**config.mk**
```make
export PLATFORM = sky130hd
export DESIGN_NAME = image_streamer_flat
export DESIGN_NICKNAME = d
export VERILOG_FILES = /design/src/rtl/image_streamer_pkg.sv /design/src/rtl/image_streamer_if.sv /design/src/rtl/pix_byte_ser.sv /design/src/rtl/image_streamer.sv /design/src/flat_wrapper.sv
export SDC_FILE = /design/constraint.sdc
export NUM_CORES = 1
export LEC_CHECK = 0
export BUFFER_PORTS_ARGS = -buffer_cell sky130_fd_sc_hd__clkbuf_2
export CORE_ASPECT_RATIO = 1.2
export CORE_MARGIN = 2
export CORE_UTILIZATION = 57
export DETAILED_ROUTE_END_ITERATION = 10
export PLACE_DENSITY = 0.8
export SETUP_SLACK_MARGIN = 0.5
export SLEW_MARGIN = 20
export SYNTH_ARGS = -nofsm -noshare
export SYNTH_HDL_FRONTEND = slang
export SYNTH_SLANG_ARGS = --single-unit
```
**constraint.sdc**
```tcl
create_clock -name clk -period 5.45 [get_ports clk]
set_clock_uncertainty 0.1 [all_clocks]
set_input_delay 0.545 -clock clk [delete_from_list [all_inputs] [get_ports clk]]
set_output_delay 0.545 -clock clk [all_outputs]
set_load 0.02 [all_outputs]
```
**src/rtl/image_streamer_pkg.sv**
```systemverilog
// Shared constants and types for the image byte streamer: frame geometry,
// pixel layout and the streaming FSM state encoding.
package image_streamer_pkg;

  localparam int IMG_DIM       = 64;
  localparam int COORD_W       = 6;
  localparam int BYTES_PER_PIX = 3;
  localparam int FRAME_BYTES   = IMG_DIM * IMG_DIM * BYTES_PER_PIX;

  typedef logic [COORD_W-1:0] coord_t;

  typedef struct packed {
    logic [7:0] r;
    logic [7:0] g;
    logic [7:0] b;
  } pixel_t;

  typedef enum logic [2:0] {
    IDLE,
    ADDR,
    LOAD,
    SEND_R,
    SEND_G,
    SEND_B,
    DONE
  } state_t;

endpackage

```
**src/rtl/image_streamer_if.sv**
```systemverilog
// Byte-stream valid/ready channel carrying the serialised image.
interface image_streamer_if;

  logic       m_valid;
  logic       m_ready;
  logic [7:0] m_data;
  logic       m_last;

  modport master (output m_valid, output m_data, output m_last, input m_ready);
  modport slave  (input m_valid, input m_data, input m_last, output m_ready);

endinterface

```
**src/rtl/pix_byte_ser.sv**
```systemverilog
// Selects the R, G or B byte of the current pixel for the active SEND_* state
// and flags the final byte of the frame.
module pix_byte_ser
  import image_streamer_pkg::*;
(
  input  state_t     state,
  input  pixel_t     pix,
  input  logic       pix_last,
  output logic [7:0] data,
  output logic       last
);

  always_comb begin
    // NOTE: defaults first so every path assigns both outputs; no latch.
    data = 8'h00;
    last = 1'b0;
    case (state)
      SEND_R: data = pix.r;
      SEND_G: data = pix.g;
      SEND_B: begin
        data = pix.b;
        last = pix_last;
      end
      default: ;
    endcase
  end

endmodule

```
**src/rtl/image_streamer.sv**
```systemverilog
// Reads a 64x64 RGB image in row-major order and streams it as R,G,B bytes
// over a valid/ready channel, prefetching the next pixel while sending.
module image_streamer #(
  parameter int IMG_DIM = image_streamer_pkg::IMG_DIM
) (
  input  logic                 clk,
  input  logic                 rst,
  input  logic                 start,
  input  logic [23:0]          in_pix,
  output logic [5:0]           row,
  output logic [5:0]           col,
  output logic                 done,
  output logic [15:0]          checksum,
  image_streamer_if.master     m
);
  import image_streamer_pkg::*;

  localparam coord_t LAST_COORD = COORD_W'(IMG_DIM - 1);
  localparam int     SENT_W     = $clog2(FRAME_BYTES);

  state_t              state;
  pixel_t              pix;
  pixel_t              prefetch;
  logic                pix_last;
  logic                prefetch_due;
  logic                valid_q;
  logic                handshake;
  logic                at_end;
  coord_t              next_row;
  coord_t              next_col;
  logic [SENT_W-1:0]   sent;

  assign handshake = valid_q & m.m_ready;
  assign at_end    = (row == LAST_COORD) && (col == LAST_COORD);
  assign m.m_valid = valid_q;

  // Address of the pixel after the one now at row/col; parks on the last one.
  always_comb begin
    next_row = row;
    next_col = col;
    if (!at_end) begin
      if (col == LAST_COORD) begin
        next_col = '0;
        next_row = row + 1'b1;
      end else begin
        next_col = col + 1'b1;
      end
    end
  end

  always_ff @(posedge clk or posedge rst) begin
    // NOTE: pixel/prefetch are plain registers, not a memory, so they reset too.
    if (rst) begin
      state        <= IDLE;
      row          <= '0;
      col          <= '0;
      valid_q      <= 1'b0;
      done         <= 1'b0;
      checksum     <= '0;
      pix          <= '0;
      prefetch     <= '0;
      pix_last     <= 1'b0;
      prefetch_due <= 1'b0;
    end else begin
      // NOTE: non-blocking throughout so every register sees pre-edge values.
      if (handshake) checksum <= checksum + {8'h00, m.m_data};

      case (state)
        IDLE, DONE: begin
          if (start) begin
            row      <= '0;
            col      <= '0;
            checksum <= '0;
            done     <= 1'b0;
            state    <= ADDR;
          end
        end

        ADDR: state <= LOAD;

        LOAD: begin
          pix          <= pixel_t'(in_pix);
          pix_last     <= at_end;
          prefetch_due <= 1'b1;
          valid_q      <= 1'b1;
          row          <= next_row;
          col          <= next_col;
          state        <= SEND_R;
        end

        SEND_R: begin
          // Address moved on entry, so in_pix already holds the next pixel.
          if (prefetch_due) begin
            prefetch     <= pixel_t'(in_pix);
            prefetch_due <= 1'b0;
          end
          if (handshake) state <= SEND_G;
        end

        SEND_G: if (handshake) state <= SEND_B;

        SEND_B: begin
          if (handshake) begin
            if (pix_last) begin
              valid_q <= 1'b0;
              done    <= 1'b1;
              state   <= DONE;
            end else begin
              pix          <= prefetch;
              pix_last     <= at_end;
              prefetch_due <= 1'b1;
              row          <= next_row;
              col          <= next_col;
              state        <= SEND_R;
            end
          end
        end

        default: state <= IDLE;
      endcase
    end
  end

  pix_byte_ser u_ser (
    .state    (state),
    .pix      (pix),
    .pix_last (pix_last),
    .data     (m.m_data),
    .last     (m.m_last)
  );

  // Bytes accepted in the current frame; only observed by the checks below.
  always_ff @(posedge clk or posedge rst) begin
    if (rst) begin
      sent <= '0;
    end else if ((state == IDLE || state == DONE) && start) begin
      sent <= '0;
    end else if (handshake) begin
      sent <= sent + 1'b1;
    end
  end

  a_hold_stable: assert property (@(posedge clk) disable iff (rst)
    (m.m_valid && !m.m_ready) |=> (m.m_valid && $stable(m.m_data) && $stable(m.m_last)));

  a_done_idle: assert property (@(posedge clk) disable iff (rst)
    done |-> !m.m_valid);

  a_last_count: assert property (@(posedge clk) disable iff (rst)
    m.m_last |-> (sent == SENT_W'(FRAME_BYTES - 1)));

endmodule

```
**src/flat_wrapper.sv**
```systemverilog
// flat-port wrapper written by rule: the top's interface ports become plain ports
module image_streamer_flat import image_streamer_pkg::*;
#(
  parameter int IMG_DIM = image_streamer_pkg::IMG_DIM
)
  (clk, rst, start, in_pix, row, col, done, checksum, m_m_valid, m_m_data, m_m_last, m_m_ready);
  image_streamer_if m_i ();
  input  logic clk;
  input  logic rst;
  input  logic start;
  input  logic [23:0] in_pix;
  output logic [5:0] row;
  output logic [5:0] col;
  output logic done;
  output logic [15:0] checksum;
  output wire logic [$bits(m_i.m_valid)-1:0] m_m_valid;
  output wire logic [$bits(m_i.m_data)-1:0] m_m_data;
  output wire logic [$bits(m_i.m_last)-1:0] m_m_last;
  input wire logic [$bits(m_i.m_ready)-1:0] m_m_ready;
  assign m_m_valid = m_i.m_valid;
  assign m_m_data = m_i.m_data;
  assign m_m_last = m_i.m_last;
  assign m_i.m_ready = m_m_ready;
  image_streamer #(.IMG_DIM(IMG_DIM)) u_core (.clk(clk), .rst(rst), .start(start), .in_pix(in_pix), .row(row), .col(col), .done(done), .checksum(checksum), .m(m_i));
endmodule
```
# Word level (Yosys, flattened, before mapping)
# Index checks and enable logic that the tools add are counted.
# word_totals
ff_bits	83
inputBits	28
# classes
n_addsub	3
n_eq_ne	14
muxes	38
bitwise_logic	1
reduce_logical	15
# ops
cell	count
$mux 6	9
$mux 16	3
$mux 24	2
$pmux 24 s2	1
$pmux 6 s3	2
$pmux 8 s3	1
$pmux 3 s6	1
$add 16x8->16	1
$mux 3	5
$add 6x1->6 const B	2
$eq 6x6->1 const B	2
$reduce_and 4->1	3
$mux 1	10
$eq 3x3->1 const B	3
$reduce_and 3->1	3
$ne 2x1->1 const B	4
$eq 3x2->1 const B	2
$pmux 1 s2	3
$reduce_bool 3->1	2
$ne 2x2->1 const B	2
$reduce_and 2->1	2
$reduce_bool 2->1	2
$eq 3x1->1 const B	1
$logic_not 3->1	1
4 further kinds	4

# Longest topological paths before layout
# Gate-level depths: netlist of the first run.
# depth
ltp_word	6
mapped_depth	12
depth_no_buf	11

# Modules after synthesis
# Synthesis of the first run repeated with hierarchy kept, for this count alone.
# hier_totals
hier_cells	452
area_unflattened_um2	4396.7
# modules_own_cells
module	instances	cells_per_inst	area_each_um2
image_streamer	1	429	4197.8
pix_byte_ser	1	23	198.9

# Worst setup path before layout of the first run
# OpenSTA, ideal clock, no wires.
# synth_path
path_kind	register -> register
startpoint	register u_core.state[1]
endpoint	register u_core.checksum[15]
setup_time_ns	0.132
arrival_ns	3.012
required_time_ns	5.218
path_slack_ns	2.206
stages_incl_launch_ff	12
period_less_slack_ns	3.244
path_cell_list	dfrtp_1 -> buf_2 -> nor2b_1 -> clkbuf_1 -> a22oi_1 -> o21ai_0 -> ha_1 -> a21o_1 -> a221oi_1 -> a211oi_1 -> xnor2_1 -> nor2_1
# synth_via
elab_chain_cells	6
word_cells_on_any_way	11
# synth_rtl
element	line_no	source
start, declared	image_streamer.sv:21	state_t state;
start signal, assigned	image_streamer.sv:54	state <= IDLE;
start signal, assigned	image_streamer.sv:75	state <= ADDR;
start signal, assigned	image_streamer.sv:79	ADDR: state <= LOAD;
$eq 3x3->1 or $eq 3x2->1 (tied branches)	pix_byte_ser.sv:17	case (state)
$pmux 8 s3 (*)	pix_byte_ser.sv:17	
named net m_m_data[4]	flat_wrapper.sv:17	output wire logic [$bits(m_i.m_data)-1:0] m_m_data;
$add 16x8->16 (*)	image_streamer.sv:66	if (handshake) checksum <= checksum + {8'h00, m.m_data};
$mux 16 (*)	image_streamer.sv:66	
$mux 16	image_streamer.sv:70	if (start) begin
$mux 16 (*)	image_streamer.sv:68	case (state)
end signal, assigned	image_streamer.sv:66	
end, declared	image_streamer.sv:13	output logic [15:0] checksum,
# The timed path passes the listed nets; every way through them passes the cells marked *.
# A chain may end at the register's enable or synchronous reset.

# Worst setup path after layout of the first run
# layout_path
startpoint	register u_core.state[1]
endpoint	register u_core.checksum[9]
# layout_via
elab_chain_cells	6
word_cells_on_any_way	11
# layout_rtl
element	line_no
$eq 3x3->1 or $eq 3x2->1 (tied branches)	pix_byte_ser.sv:17
$pmux 8 s3	pix_byte_ser.sv:17
$add 16x8->16	image_streamer.sv:66
$mux 16	image_streamer.sv:66
$mux 16	image_streamer.sv:70
$mux 16 (*)	image_streamer.sv:68
# Mark *: on every way between the ends. The rest lies on a longest branch, timed or not.

==> results.py, run 1 <==
metrics = {
    "outcome": {
        "status": "complete, no violations",
    },
    "global_route": {
        "antenna_found_initial": 0,
        "grt_max_degree": 58,
        "grtUsageTotal_pct": 22.46,
        "grt_pass1_wl_mm": 14.90,
        "grt_pass1_vias": 3231,
        "overflow": 0,
    },
    "finish": {
        "area_growth_pct": 14.49,
        "layout_commonest_cell": "dfrtp_1",
        "final_cell_mix": "dfrtp_1 (83), clkbuf_2 (66), a21oi_1 (49)",
        "nets": 524,
        "drive_above_1_share_pct": 23.88,
        "antenna_cells": 0,
        "n_fill_cell": 575,
    },
    "synthesis": {
        "ys_seq_area_share_pct": 48.69,
        "ys_ff_latch": 83,
        "ys_types": 47,
        "async_flop_share_pct": 100.0,
        "yosys.area.top_type": "dfrtp_1",
        "synth_top_area_share_pct": 48.69,
        "syn_inst": 428,
        "synth_area_leaders": "dfrtp_1 (49%), mux2i_1 (6.3%), mux2_2 (6.3%)",
        "syn-num-nets": 467,
        "synth_warnings": 0,
        "synth_enable_flop_cells": 0,
        "synth_area_um2": 4265,
        "synth_ff_type": "dfrtp_1",
        "syn_area_per_cell_um2": 9.966,
    },
    "setup_path": {
        "critical_path_class": "reg2reg",
        "critical_path_required_ns": 5.59,
        "path_max_fanout": 12,
        "arrival_ns": 3.64,
        "cp-end-kind": "flop",
        "start_kind": "flop",
    },
    "timing": {
        "worst_slew_pin_slew_ns": 0.7747,
        "rsz0062_at_grt": "no",
        "layout_min_cycle_time_ns": 3.497,
        "slew_headroom_pct": 48.24,
        "fin_crit_sh_pct": 64.16,
        "fmax_mhz": 286.0,
        "hold_viol_final": 0,
        "worst_hold_slack_ns": 0.07933,
        "final.setup.tns_ns": 0,
        "slew_viol_final": 0,
        "setup-violations-final": 0,
    },
    "power_and_ir_drop": {
        "clkPwrFrac_pct": 18.4,
        "power.leakage_uw": 0.002378,
        "finalPower_uw": 2740,
        "share_seq_of_total_power_pct": 37.9,
        "power_density_nw_per_um2": 561.1,
        "netSwitchingFraction_pct": 41.44,
        "netSwitchingPower_uw": 1135,
        "p_int_uw": 1605,
        "vdd_drop_max_mv": 0.3389,
        "p_comb_share_pct": 43.8,
    },
    "floorplan": {
        "rows": 34,
        "dieArea_um2": 8194,
        "die_w_um": 82.97,
        "io_pins": 67,
        "initial_utilization_pct": 58.63,
        "die_h_um": 98.76,
        "core_area_um2": 7274,
    },
    "cts": {
        "cts_setup_buffers": 0,
        "cts_buffers": 9,
        "ctsResizeCount": 0,
        "root_buffer": "clkbuf_8",
        "clock_latency_ns": 0.35,
        "cts.sinks": 83,
        "clk_pin_slew_ns": 0.09,
        "clockBufferDepth": 2,
        "hold_buffers": 0,
        "cts_tree": "done",
        "cts_max_level": 3,
    },
    "route": {
        "wire_per_inst_um": 15.58,
        "drc": 0,
        "avgViaCountPerCell": 5.771,
        "via_count": 3347,
        "antenna_left": 0,
        "drtIter0Drc": 281,
        "first_pass_iters": 5,
        "routed_wirelength_mm": 9.037,
    },
    "placed_design": {
        "gp_congestion": 0.8926,
        "hpwlAfterDp_mm": 6.445,
        "io_buffers": 66,
    },
    "job": {
        "cap_violations": 0,
    },
    "worst_hold_path": {
        "hp-class": "in2async",
    },
}
per-layer routing:
layer	up-vias	global-route usage, %	routed length, um
li1	1648	-	-
met1	1586	28.84	3956
met2	94	36.54	4366
met3	19	3.518	449
met4	0	12.61	265
met5	-	0	0
critical path, stage by stage (launching register included):
cell	delay (ns)
dfrtp_1	0.52
nor2b_1	0.67
a22oi_1	0.24
o21ai_0	0.34
ha_1	0.37
and3_1	0.22
a221oi_1	0.52
a21oi_1	0.18
xnor2_1	0.17
nor2_1	0.05
power by group through the flow:
stage	sequential, uW	clock (uW)	combinational (uW)
2_1_floorplan	1030	0	900
3_3_place_gp	1030	0	1170
3_5_place_dp	1050	0	1190
4_1_cts	1030	511	1200
5_1_grt	1060	533	1330
6_report	1040	504	1200
cell usage after synthesis, types with 2 or more instances:
cell,instances
xnor2_1,7
nor3b_1,4
inv_1,6
and4_1,3
o31ai_1,2
nand3_1,16
a211oi_1,3
ha_1,10
o21ai_0,27
a21o_1,4
mux2i_1,27
mux2_2,24
a31oi_1,3
nand2b_1,6
nor3_1,5
and2_1,3
clkbuf_1,12
nor2b_1,2
nor2_1,44
a22oi_1,9
a41oi_1,2
buf_1,8
o211a_1,2
buf_2,4
and3_1,3
xor2_1,4
or3_1,3
nand2_1,35
or2_2,2
dfrtp_1,83
a21oi_1,49
kinds of logic after synthesis:
| group | synth area share (%) |
|---|---|
| and+or+nand+nor | 14.02 |
| AOI/OAI and AO/OA | 16.19 |
| DFF | 48.69 |
| muxes | 12.67 |
| buffers and inverters | 2.757 |
| xor gates and xnor gates | 2.259 |
| adders and majority gates | 3.403 |
flip-flops by register name (all words and copies together) (netlist names):
signal / flops
u_core.checksum: 16
u_core.col: 6
u_core.done: 1
u_core.m.m_valid: 1
u_core.pix: 24
u_core.pix_last: 1
u_core.prefetch: 24
u_core.prefetch_due: 1
u_core.row: 6
u_core.state: 3
layout make-up:
cell class / instances / area, um^2 / area share [%]
clock buffers: 9 / 123.9 / 2.537
repair buffers: 70 / 360.3 / 7.379
inverters: 6 / 23.77 / 0.4868
flip-flops and latches: 83 / 2077 / 42.53
well taps: 90 / 112.6 / 2.306
clock inverters: 7 / 98.84 / 2.024
multi-input cells: 315 / 2087 / 42.74
worst paths after layout:
kind / depth (start not counted) / start / end / slack (ns)
worst max-delay path: 9 / u_core.state[1] / u_core.checksum[9] / 1.95
worst min-delay path: 2 / rst / u_core.m.m_valid / 0.08
worst max register to register: 9 / u_core.state[1] / u_core.checksum[9] / 1.95
worst min register to register: 2 / u_core.done / u_core.done / 0.40
max in group asynchronous: 3 / rst / u_core.pix[11] / 4.11
min in group clk: 2 / in_pix[21] / u_core.prefetch[21] / 0.33
per-stage QoR:
stage	std cells	setup WS (ns)	instance area, um^2	util [%]
floorplan	428	2.206	4265	-
global placement	564	2.148	4656	64.00
detailed placement	564	2.001	4661	64.07
CTS	580	1.987	4883	67.13
global route	580	1.664	4883	67.13
finish	580	1.953	4883	67.13
Note: power is estimated with default switching activity, not from simulation.
==> run 2: changes to the inputs <==
==> constraint.sdc (replaced) <==
create_clock -name clk -period 3.5 [get_ports clk]
set_clock_uncertainty 0.1 [all_clocks]
set_input_delay 0.35 -clock clk [delete_from_list [all_inputs] [get_ports clk]]
set_output_delay 0.35 -clock clk [all_outputs]
set_load 0.02 [all_outputs]
==> run 2 against run 1 <==
  * Non-clock buffer count is 5 higher
  * Setup slack worse by 1.3 ns
  * Global-route usage is 1.8 points higher
  * Count of clock-buffer cells in the layout is the same
  * Critical path type unchanged
  * Largest cell class unchanged
  * Largest power group unchanged
==> results.py, run 2 (synthesis results as in run 1) <==
metrics = {
    "global_route": {
        "grt_pass1_wl_mm": 15.90,
        "overflow": 0,
        "grt_max_degree": 35,
        "antenna_found_initial": 0,
        "grtUsageTotal_pct": 24.30,
        "grt_pass1_vias": 3340,
    },
    "setup_path": {
        "path_common_cell": "nor2_1",
        "path_max_fanout": 12,
        "cpPeakStageDelay_ns": 0.49,
        "critPathBufInv": 0,
        "start_kind": "flop",
        "cp-end-kind": "flop",
        "critical_path_class": "reg2reg",
        "crit_chain": "nand2b_1, nor2_4, nand2_1, o21ai_1, ha_1, fa_1, a21oi_1, nor2_1, a211oi_1, mux2i_1, nor2_1",
        "arrival_ns": 2.97,
        "cp_slowest_cell": "dfrtp_2",
        "critical_path_required_ns": 3.66,
        "crit_family": "adder cells",
    },
    "cts": {
        "clockBufferDepth": 2,
        "clk_pin_slew_ns": 0.10,
        "cts_tree": "done",
        "cts_max_level": 3,
        "root_buffer": "clkbuf_8",
        "cts.sinks": 83,
        "clock_latency_ns": 0.37,
        "cts_buffers": 9,
    },
    "timing": {
        "fmax_mhz": 356.0,
        "fin_crit_sh_pct": 80.26,
        "setup-violations-final": 0,
        "hold_viol_final": 0,
        "rsz0062_at_grt": "no",
        "final.setup.tns_ns": 0,
        "slew_headroom_pct": 56.69,
        "worst_slew_pin_slew_ns": 0.6496,
        "slew_viol_final": 0,
        "layout_min_cycle_time_ns": 2.809,
    },
    "floorplan": {
        "die_w_um": 82.97,
        "io_pins": 67,
        "die_h_um": 98.76,
        "dieArea_um2": 8194,
        "core_area_um2": 7274,
        "rows": 34,
        "initial_utilization_pct": 58.63,
    },
    "route": {
        "wire_per_inst_um": 16.16,
        "avgViaCountPerCell": 5.887,
        "antenna_left": 0,
        "drc": 0,
        "drtIter0Drc": 203,
        "first_pass_iters": 4,
        "via_count": 3444,
        "routed_wirelength_mm": 9.452,
    },
    "placed_design": {
        "io_buffers": 66,
        "gp_congestion": 0.8692,
        "hpwlAfterDp_mm": 7.002,
        "postPlaceCellArea_um2": 4698,
    },
    "finish": {
        "seqCellArea_um2": 2081,
        "final_cell_mix": "dfrtp_1 (80), clkbuf_2 (66), a21oi_1 (49)",
        "antenna_cells": 0,
        "nets": 529,
        "stdcell_area_um2": 4957,
        "area_growth_pct": 16.22,
        "layout_commonest_cell": "dfrtp_1",
        "multiInputGateArea_um2": 2123,
        "drive_above_1_share_pct": 26.46,
        "top_regs": "u_core.pix (24), u_core.prefetch (24), u_core.checksum (16)",
        "n_fill_cell": 567,
    },
    "job": {
        "cap_violations": 0,
    },
    "worst_hold_path": {
        "hp-class": "in2reg",
    },
    "power_and_ir_drop": {
        "power_density_nw_per_um2": 868.9,
        "vdd_drop_max_mv": 0.4645,
        "power.leakage_uw": 0.002394,
    },
    "outcome": {
        "status": "complete, no violations",
    },
}
-- run 2: worst reg2reg max path, stage by stage (launching register included) --
cell and delay (ns):
dfrtp_2 0.49, nand2b_1 0.25, nor2_4 0.10, nand2_1 0.08, o21ai_1 0.08, ha_1 0.26
fa_1 0.43, a21oi_1 0.22, nor2_1 0.08, a211oi_1 0.29, mux2i_1 0.26, nor2_1 0.07
-- run 2: metrics by stage --
step / hold WS (ns) / worst slack (ns) / util, % / power, uW / instances
finish: 0.1202 / 0.6910 / 68.15 / 4307 / 585
global route: 0.1166 / 0.5026 / 68.15 / 4605 / 585
CTS: 0.1093 / 0.5117 / 67.75 / 4291 / 585
detailed placement: 0.2525 / 0.3889 / 64.59 / 3554 / 568
global placement: 0.2449 / 0.4941 / 64.52 / 3476 / 568
floorplan: 0.3787 / 0.4868 / - / 3018 / 428
-- run 2: worst paths after layout --
path	cells past startpoint	slack, ns	endpoint	from
min reg2reg	1	0.41	u_core.prefetch[22]	u_core.prefetch[22]
max in group asynchronous	4	2.11	u_core.state[1]	rst
min in group asynchronous	3	0.42	u_core.prefetch[3]	rst
min	2	0.12	u_core.prefetch[7]	in_pix[7]
max	11	0.69	u_core.checksum[6]	u_core.state[1]
max reg2reg	11	0.69	u_core.checksum[6]	u_core.state[1]
-- run 2: layout make-up --
type	instances	area share, %
Clock inverter	7	1.792
Multi-Input combinational cell	315	42.83
Tap cell	90	2.272
Timing Repair Buffer	75	8.077
Sequential cell	83	41.97
Clock buffer	9	2.499
Inverter	6	0.5553
-- run 2: power breakdown --
| part | total [uW] | leakage, uW | internal [uW] | switching, uW |
|---|---|---|---|---|
| clock network | 724 | 0.000103 | 341 | 383 |
| logic | 1940 | 0.00129 | 799 | 1140 |
| registers | 1640 | 0.00100 | 1340 | 302 |
-- run 2: per-layer routing --
layer / wire length, um / global-route usage (%) / up-vias / share of wire, %
li1: - / - / 1664 / -
met3: 348 / 4.020 / 12 / 3.7
met2: 4935 / 42.74 / 78 / 52
met1: 3999 / 29.69 / 1690 / 42
met5: 0 / 0 / - / 0
met4: 168 / 10.21 / 0 / 1.8
-- run 2: what timing repair did --
| action | 4_1_cts | 5_1_grt |
|---|---|---|
| buffers inserted | 0 | 0 |
| hold buffers | 1 | 0 |
| hold endpoints to repair | 24 | 0 |
| cloned | 0 | 0 |
| setup endpoints to repair | 10 | 11 |
| resized for setup | 3 | 8 |
